<file path="config.mk">
export PLATFORM = sky130hd
export DESIGN_NAME = breath_led_multi
export DESIGN_NICKNAME = d
export VERILOG_FILES = /design/src/rtl/breath_led_multi.sv
export SDC_FILE = /design/constraint.sdc
export NUM_CORES = 1
export LEC_CHECK = 0
export ABC_AREA = 1
export CAP_MARGIN = 25
export CORE_MARGIN = 2
export CORE_UTILIZATION = 58
export CTS_CLUSTER_DIAMETER = 120
export DETAILED_ROUTE_END_ITERATION = 8
export PLACE_DENSITY = 0.88
export SYNTH_ARGS = -nofsm -noshare
export SYNTH_HDL_FRONTEND = slang
export SYNTH_SLANG_ARGS = --single-unit
</file>
<file path="constraint.sdc">
create_clock -name clk -period 2.3 [get_ports clk]
set_input_delay 0.46 -clock clk [delete_from_list [all_inputs] [get_ports clk]]
set_output_delay 0.46 -clock clk [all_outputs]
set_load 0.01 [all_outputs]
</file>
<file path="src/rtl/breath_led_multi.sv">
`default_nettype none
// +----------------------------------------------------------------------------+
// | Module      : breath_led_multi                                             |
// | Description : Multi-channel "breathing" LED driver. A prescaler and a PWM  |
// |               period counter pace a triangle-wave breath position. Each    |
// |               channel derives a PWM duty from it. Modes: OFF, BREATH,      |
// |               BLINK, ON.                                                   |
// |               Optional macro BREATH_STAGGER_EN: when defined, channel i    |
// |               is offset by i*PHASE_STEP steps along the breath; when       |
// |               undefined, all channels run in lockstep with no adders.      |
// | Revision    : 1.0 - initial release                                        |
// +----------------------------------------------------------------------------+
module breath_led_multi #(
  parameter int CH_NUM         = 6,
  parameter int CNT_2US_MAX    = 50,
  parameter int CNT_2MS_MAX    = 1000,
  parameter int CNT_2S_MAX     = 1000,
  parameter int PHASE_STEP     = 0,
  parameter int LED_ACTIVE_LOW = 1
) (
  input  logic              clk,
  input  logic              reset,
  input  logic [1:0]        mode,
  input  logic              hold,
  input  logic [CH_NUM-1:0] ch_en,
  output logic [CH_NUM-1:0] led,
  output logic              cycle_done
);

  // Counter widths; a single-cycle prescaler still needs one bit of storage.
  localparam int US_W  = (CNT_2US_MAX > 1) ? $clog2(CNT_2US_MAX) : 1;
  localparam int MS_W  = $clog2(CNT_2MS_MAX);
  localparam int POS_W = $clog2(2 * CNT_2S_MAX);
  localparam int CMP_W = (MS_W > POS_W) ? MS_W : POS_W;

  localparam logic [US_W-1:0]  c_US_LAST  = US_W'(CNT_2US_MAX - 1);
  localparam logic [MS_W-1:0]  c_MS_LAST  = MS_W'(CNT_2MS_MAX - 1);
  localparam logic [POS_W-1:0] c_POS_LAST = POS_W'(2 * CNT_2S_MAX - 1);
  localparam logic [POS_W-1:0] c_HALF     = POS_W'(CNT_2S_MAX);
  localparam logic             c_ACT_LOW  = (LED_ACTIVE_LOW != 0);

  // Operating modes held in the period-synchronous mode register.
  localparam logic [1:0] c_MODE_OFF    = 2'b00;
  localparam logic [1:0] c_MODE_BREATH = 2'b01;
  localparam logic [1:0] c_MODE_BLINK  = 2'b10;
  localparam logic [1:0] c_MODE_ON     = 2'b11;

  logic [US_W-1:0]   cnt_us_q, cnt_us_d;
  logic [MS_W-1:0]   cnt_ms_q, cnt_ms_d;
  logic [POS_W-1:0]  pos_q, pos_d;
  logic [1:0]        mode_q, mode_d;
  logic [CH_NUM-1:0] led_q, led_d;
  logic              cycle_done_q, cycle_done_d;

  logic              w_tick_us;
  logic              w_tick_ms;
  logic              w_pos_last;
  logic              w_advance;
  logic [CH_NUM-1:0] w_lit;

  // Per-channel phase, duty and lit decision, all from the current counter state.
  for (genvar gi = 0; gi < CH_NUM; gi++) begin : g_ch
    logic [POS_W-1:0] w_phase;
    logic [POS_W-1:0] w_duty;
    logic             w_pwm_on;

`ifdef BREATH_STAGGER_EN
    // Offset is bounded below one full breath, so one conditional subtract wraps it.
    localparam int OFFSET = gi * PHASE_STEP;
    logic [POS_W:0] w_sum;
    assign w_sum   = {1'b0, pos_q} + (POS_W + 1)'(OFFSET);
    assign w_phase = (w_sum >= (POS_W + 1)'(2 * CNT_2S_MAX))
                     ? POS_W'(w_sum - (POS_W + 1)'(2 * CNT_2S_MAX))
                     : w_sum[POS_W-1:0];
`else
    assign w_phase = pos_q;
`endif

    // Triangle: rising half uses the phase directly, falling half mirrors it.
    assign w_duty   = (w_phase < c_HALF) ? w_phase : (c_POS_LAST - w_phase);
    assign w_pwm_on = (CMP_W'(cnt_ms_q) < CMP_W'(w_duty));

    assign w_lit[gi] = ch_en[gi] &
                       ((mode_q == c_MODE_ON) |
                        ((mode_q == c_MODE_BREATH) & w_pwm_on) |
                        ((mode_q == c_MODE_BLINK) & (w_phase < c_HALF)));
  end

  // Next-state logic for counters, mode register, LED drive and wrap pulse.
  always_comb begin
    w_tick_us  = (cnt_us_q == c_US_LAST);
    w_tick_ms  = w_tick_us && (cnt_ms_q == c_MS_LAST);
    w_pos_last = (pos_q == c_POS_LAST);
    // Hold beats a coincident period boundary: position simply does not move.
    w_advance  = w_tick_ms && !hold;

    cnt_us_d = w_tick_us ? '0 : cnt_us_q + 1'b1;

    cnt_ms_d = cnt_ms_q;
    if (w_tick_us) begin
      cnt_ms_d = w_tick_ms ? '0 : cnt_ms_q + 1'b1;
    end

    pos_d = pos_q;
    if (w_advance) begin
      pos_d = w_pos_last ? '0 : pos_q + 1'b1;
    end

    // Mode only changes on a PWM period boundary so no period is cut short.
    mode_d       = w_tick_ms ? mode : mode_q;
    cycle_done_d = w_advance && w_pos_last;
    led_d        = w_lit ^ {CH_NUM{c_ACT_LOW}};
  end

  // State registers with synchronous reset to the idle, unlit state.
  always_ff @(posedge clk) begin
    if (reset) begin
      cnt_us_q     <= '0;
      cnt_ms_q     <= '0;
      pos_q        <= '0;
      mode_q       <= c_MODE_OFF;
      led_q        <= {CH_NUM{c_ACT_LOW}};
      cycle_done_q <= 1'b0;
    end else begin
      cnt_us_q     <= cnt_us_d;
      cnt_ms_q     <= cnt_ms_d;
      pos_q        <= pos_d;
      mode_q       <= mode_d;
      led_q        <= led_d;
      cycle_done_q <= cycle_done_d;
    end
  end

  assign led        = led_q;
  assign cycle_done = cycle_done_q;

endmodule
`default_nettype wire

</file>
==> impl_metrics.json <==
{
  "status": "completed",
  "finalClockSkew_ps": 6.96,
  "insertion_delay_ps": 290,
  "p_seq_share_pct": 56.2,
  "die_h_um": 65.2,
  "synth_most_common_cell": "nand2_1",
  "switching_power_w": 0.000258,
  "wl_um": 4850,
  "whs_ps": 472,
  "fmax_mhz": 464,
  "drtIter0Drc": 89,
  "drive_gt1_share_pct": 14.0,
  "fin_nets": 354,
  "die-area_um2": 4250,
  "cts_root_buffer": "clkbuf_8",
  "synthArstFlopShare_pct": 0,
  "synth_nets": 326,
  "required_ps": 2480,
  "peakVddDrop_uv": 397,
  "cts_tree": "built",
  "grt_first_pass_wirelength_um": 8310,
  "power_frac_clock_pct": 39.5,
  "drc": 0,
  "dieWidth_um": 65.2,
  "start_kind": "flip-flop",
  "cp-end-kind": "flip-flop",
  "area_growth_pct": 16.9,
  "ys_top_cells_by_area": "dfxtp_1 33%, nand2_1 9.7%, ha_1 8.6%",
  "slew_viol_final": 0,
  "p_leak_nw": 0.995,
  "netlist_area_um2": 2170,
  "rows": 22,
  "post_dp_cell_area_um2": 2440,
  "overflow": 0,
  "hpwl_um": 3780,
  "yosysTopAreaCellShare_pct": 33.2,
  "crit_type": "reg2reg",
  "start_util_pct": 59.8,
  "antenna_found_initial": 0,
  "dr.pass1.iters": 4,
  "gp_congestion": 0.922,
  "antenna_cells": 0,
  "htree_levels": 2,
  "finish.utilization_pct": 69.9,
  "hold_path_class": "reg2reg",
  "grt_max_degree": 19,
  "place_inst": 369,
  "numClockSinks": 36,
  "synth_edf_count": 0,
  "hold_buffers": 0,
  "intPower_w": 0.000860,
  "avgSynthCellArea_um2": 7.24,
  "core_area_um2": 3630,
  "pwr_density_cell_nw_per_um2": 440,
  "max_cap_violations": 0,
  "vias": 2002,
  "ys.flop_type": "dfxtp_1",
  "comb_power_share_pct": 4.3,
  "fin_cells": 377,
  "yosys.area.top_type": "dfxtp_1",
  "relSlewSlack_pct": 75.8,
  "setup_viol": 0,
  "synth_common_cells": "56 x nand2_1, 36 x dfxtp_1, 35 x nor2_1",
  "fin_crit_ps": 2150,
  "synth_cell_types": 28,
  "post_drt_wl_per_cell_um": 12.9,
  "design_area_um2": 2540,
  "io_buffers": 17,
  "clk_path_buf_depth": 2,
  "cts_buffers": 5,
  "finalCritPeriodShare_pct": 93.6,
  "swShare_pct": 23.1,
  "seq_area_frac_synth_pct": 33.2,
  "drtAntennaViolNets": 0,
  "routed_via_density": 5.31,
  "grt_use_total_pct": 25.3,
  "clkTransAtPathRegs_ps": 80,
  "critPathMaxFanout": 6,
  "critPathArrivalTime_ps": 2330,
  "hold_viol_final": 0,
  "tightestPinTransition_ps": 360,
  "yosysWarnings": 0,
  "io-pin-count": 18,
  "grt_pass1_vias": 1881,
  "ys_ff_latch": 36,
  "syn_inst": 300
}
==> power groups by stage <==
stage	combinational (W)	clock [W]	sequential [W]
finish	0.0000484	0.000441	0.000629
global route	0.0000549	0.000481	0.000629
CTS	0.0000491	0.000449	0.000631
detailed placement	0.0000484	0	0.000646
global placement	0.0000474	0	0.000645
floorplan	0.0000230	0	0.000645
==> critical path, cell delays in order (launching register included) <==
cell	delay (ps)
dfxtp_1	390
inv_1	80
ha_1	210
inv_1	120
nor2_2	70
o21ai_1	140
xor2_1	170
ha_1	260
and3_1	180
nand2_1	80
nor2_1	40
nor2_1	80
nand2_1	70
nand2_2	100
nand2_1	70
==> final cells by class <==
cell class / instances / area (um^2)
repair buffers: 24 / 223
flip-flops and latches: 36 / 731
well taps: 48 / 60.1
clock buffers: 5 / 68.8
multi-input cells: 226 / 1310
clock inverters: 3 / 18.8
inverters: 35 / 131
fillers: 319 / 1090
==> timing repair <==
action	4_1_cts	5_1_grt
buffers inserted	0	0
resized for setup	0	9
setup endpoints to repair	0	6
==> through the flow <==
step	power, W	TNS, ps	worst slack [ps]
after detailed placement	0.000694	0	47.1
final	0.00112	0	146
after global routing	0.00117	-8.85	-8.28
after global placement	0.000693	0	126
after CTS	0.00113	0	20.3
after floorplan	0.000668	0	209
==> layer usage <==
metal	global-route usage, %	vias up	part of all wire [%]	wire length [um]
met5	0	-	0	0
met4	10.4	0	2.5	121
met3	4.45	14	5.1	247
met2	43.4	49	47	2270
met1	31.1	906	46	2220
li1	-	1033	-	-
==> cell families (layout without fill, tap and decap cells) <==
kind of cell             count (synthesis)  after routing  share of synthesized area [%]
flip-flops                              36             36                           33.2
buffers and inverters                   38             67                           6.74
AND/OR/NAND/NOR                        163            163                           37.7
adder cells (fa/ha/maj)                 15             15                           8.64
XOR/XNOR                                14             14                           5.65
AO/OA/AOI/OAI                           34             34                           8.06
==> flip-flops by register name, indices dropped and copies added, names as in the netlist <==
| name | flops |
|---|---|
| cnt_us_q | 6 |
| g_ch.w_phase | 11 |
| led | 6 |
| cnt_ms_q | 10 |
| cycle_done | 1 |
| mode_q | 2 |
==> worst paths after layout <==
path	slack, ps	start	cells past startpoint	end
max	150	g_ch[0].w_phase[4]	14	led[3]
min	470	cnt_us_q[0]	1	cnt_us_q[0]
max reg2reg	150	g_ch[0].w_phase[4]	14	led[3]
min reg2reg	470	cnt_us_q[0]	1	cnt_us_q[0]
==> cells in the final DEF (no fill, tap or decap), types with 2 or more instances in the layout <==
master           count
nor2_4               3
and3_1               2
xor2_1               9
nand3b_1             5
o21ai_0              9
nor3b_1              3
a21oi_1             21
nand2_1             56
clkbuf_8             5
buf_4                7
nand3_2              2
nor2_2               5
nor2_1              34
clkdlybuf4s50_1     17
nand2_2              9
ha_1                15
dfxtp_4              2
xnor2_1              5
nand4_1              8
dfxtp_1             32
inv_1               32
clkinv_2             2
dfxtp_2              2
inv_2                3
nand3_1             22
or2_2                2
nor3_1               9
o21ai_1              2
Note: power is estimated with default switching activity, not from simulation.
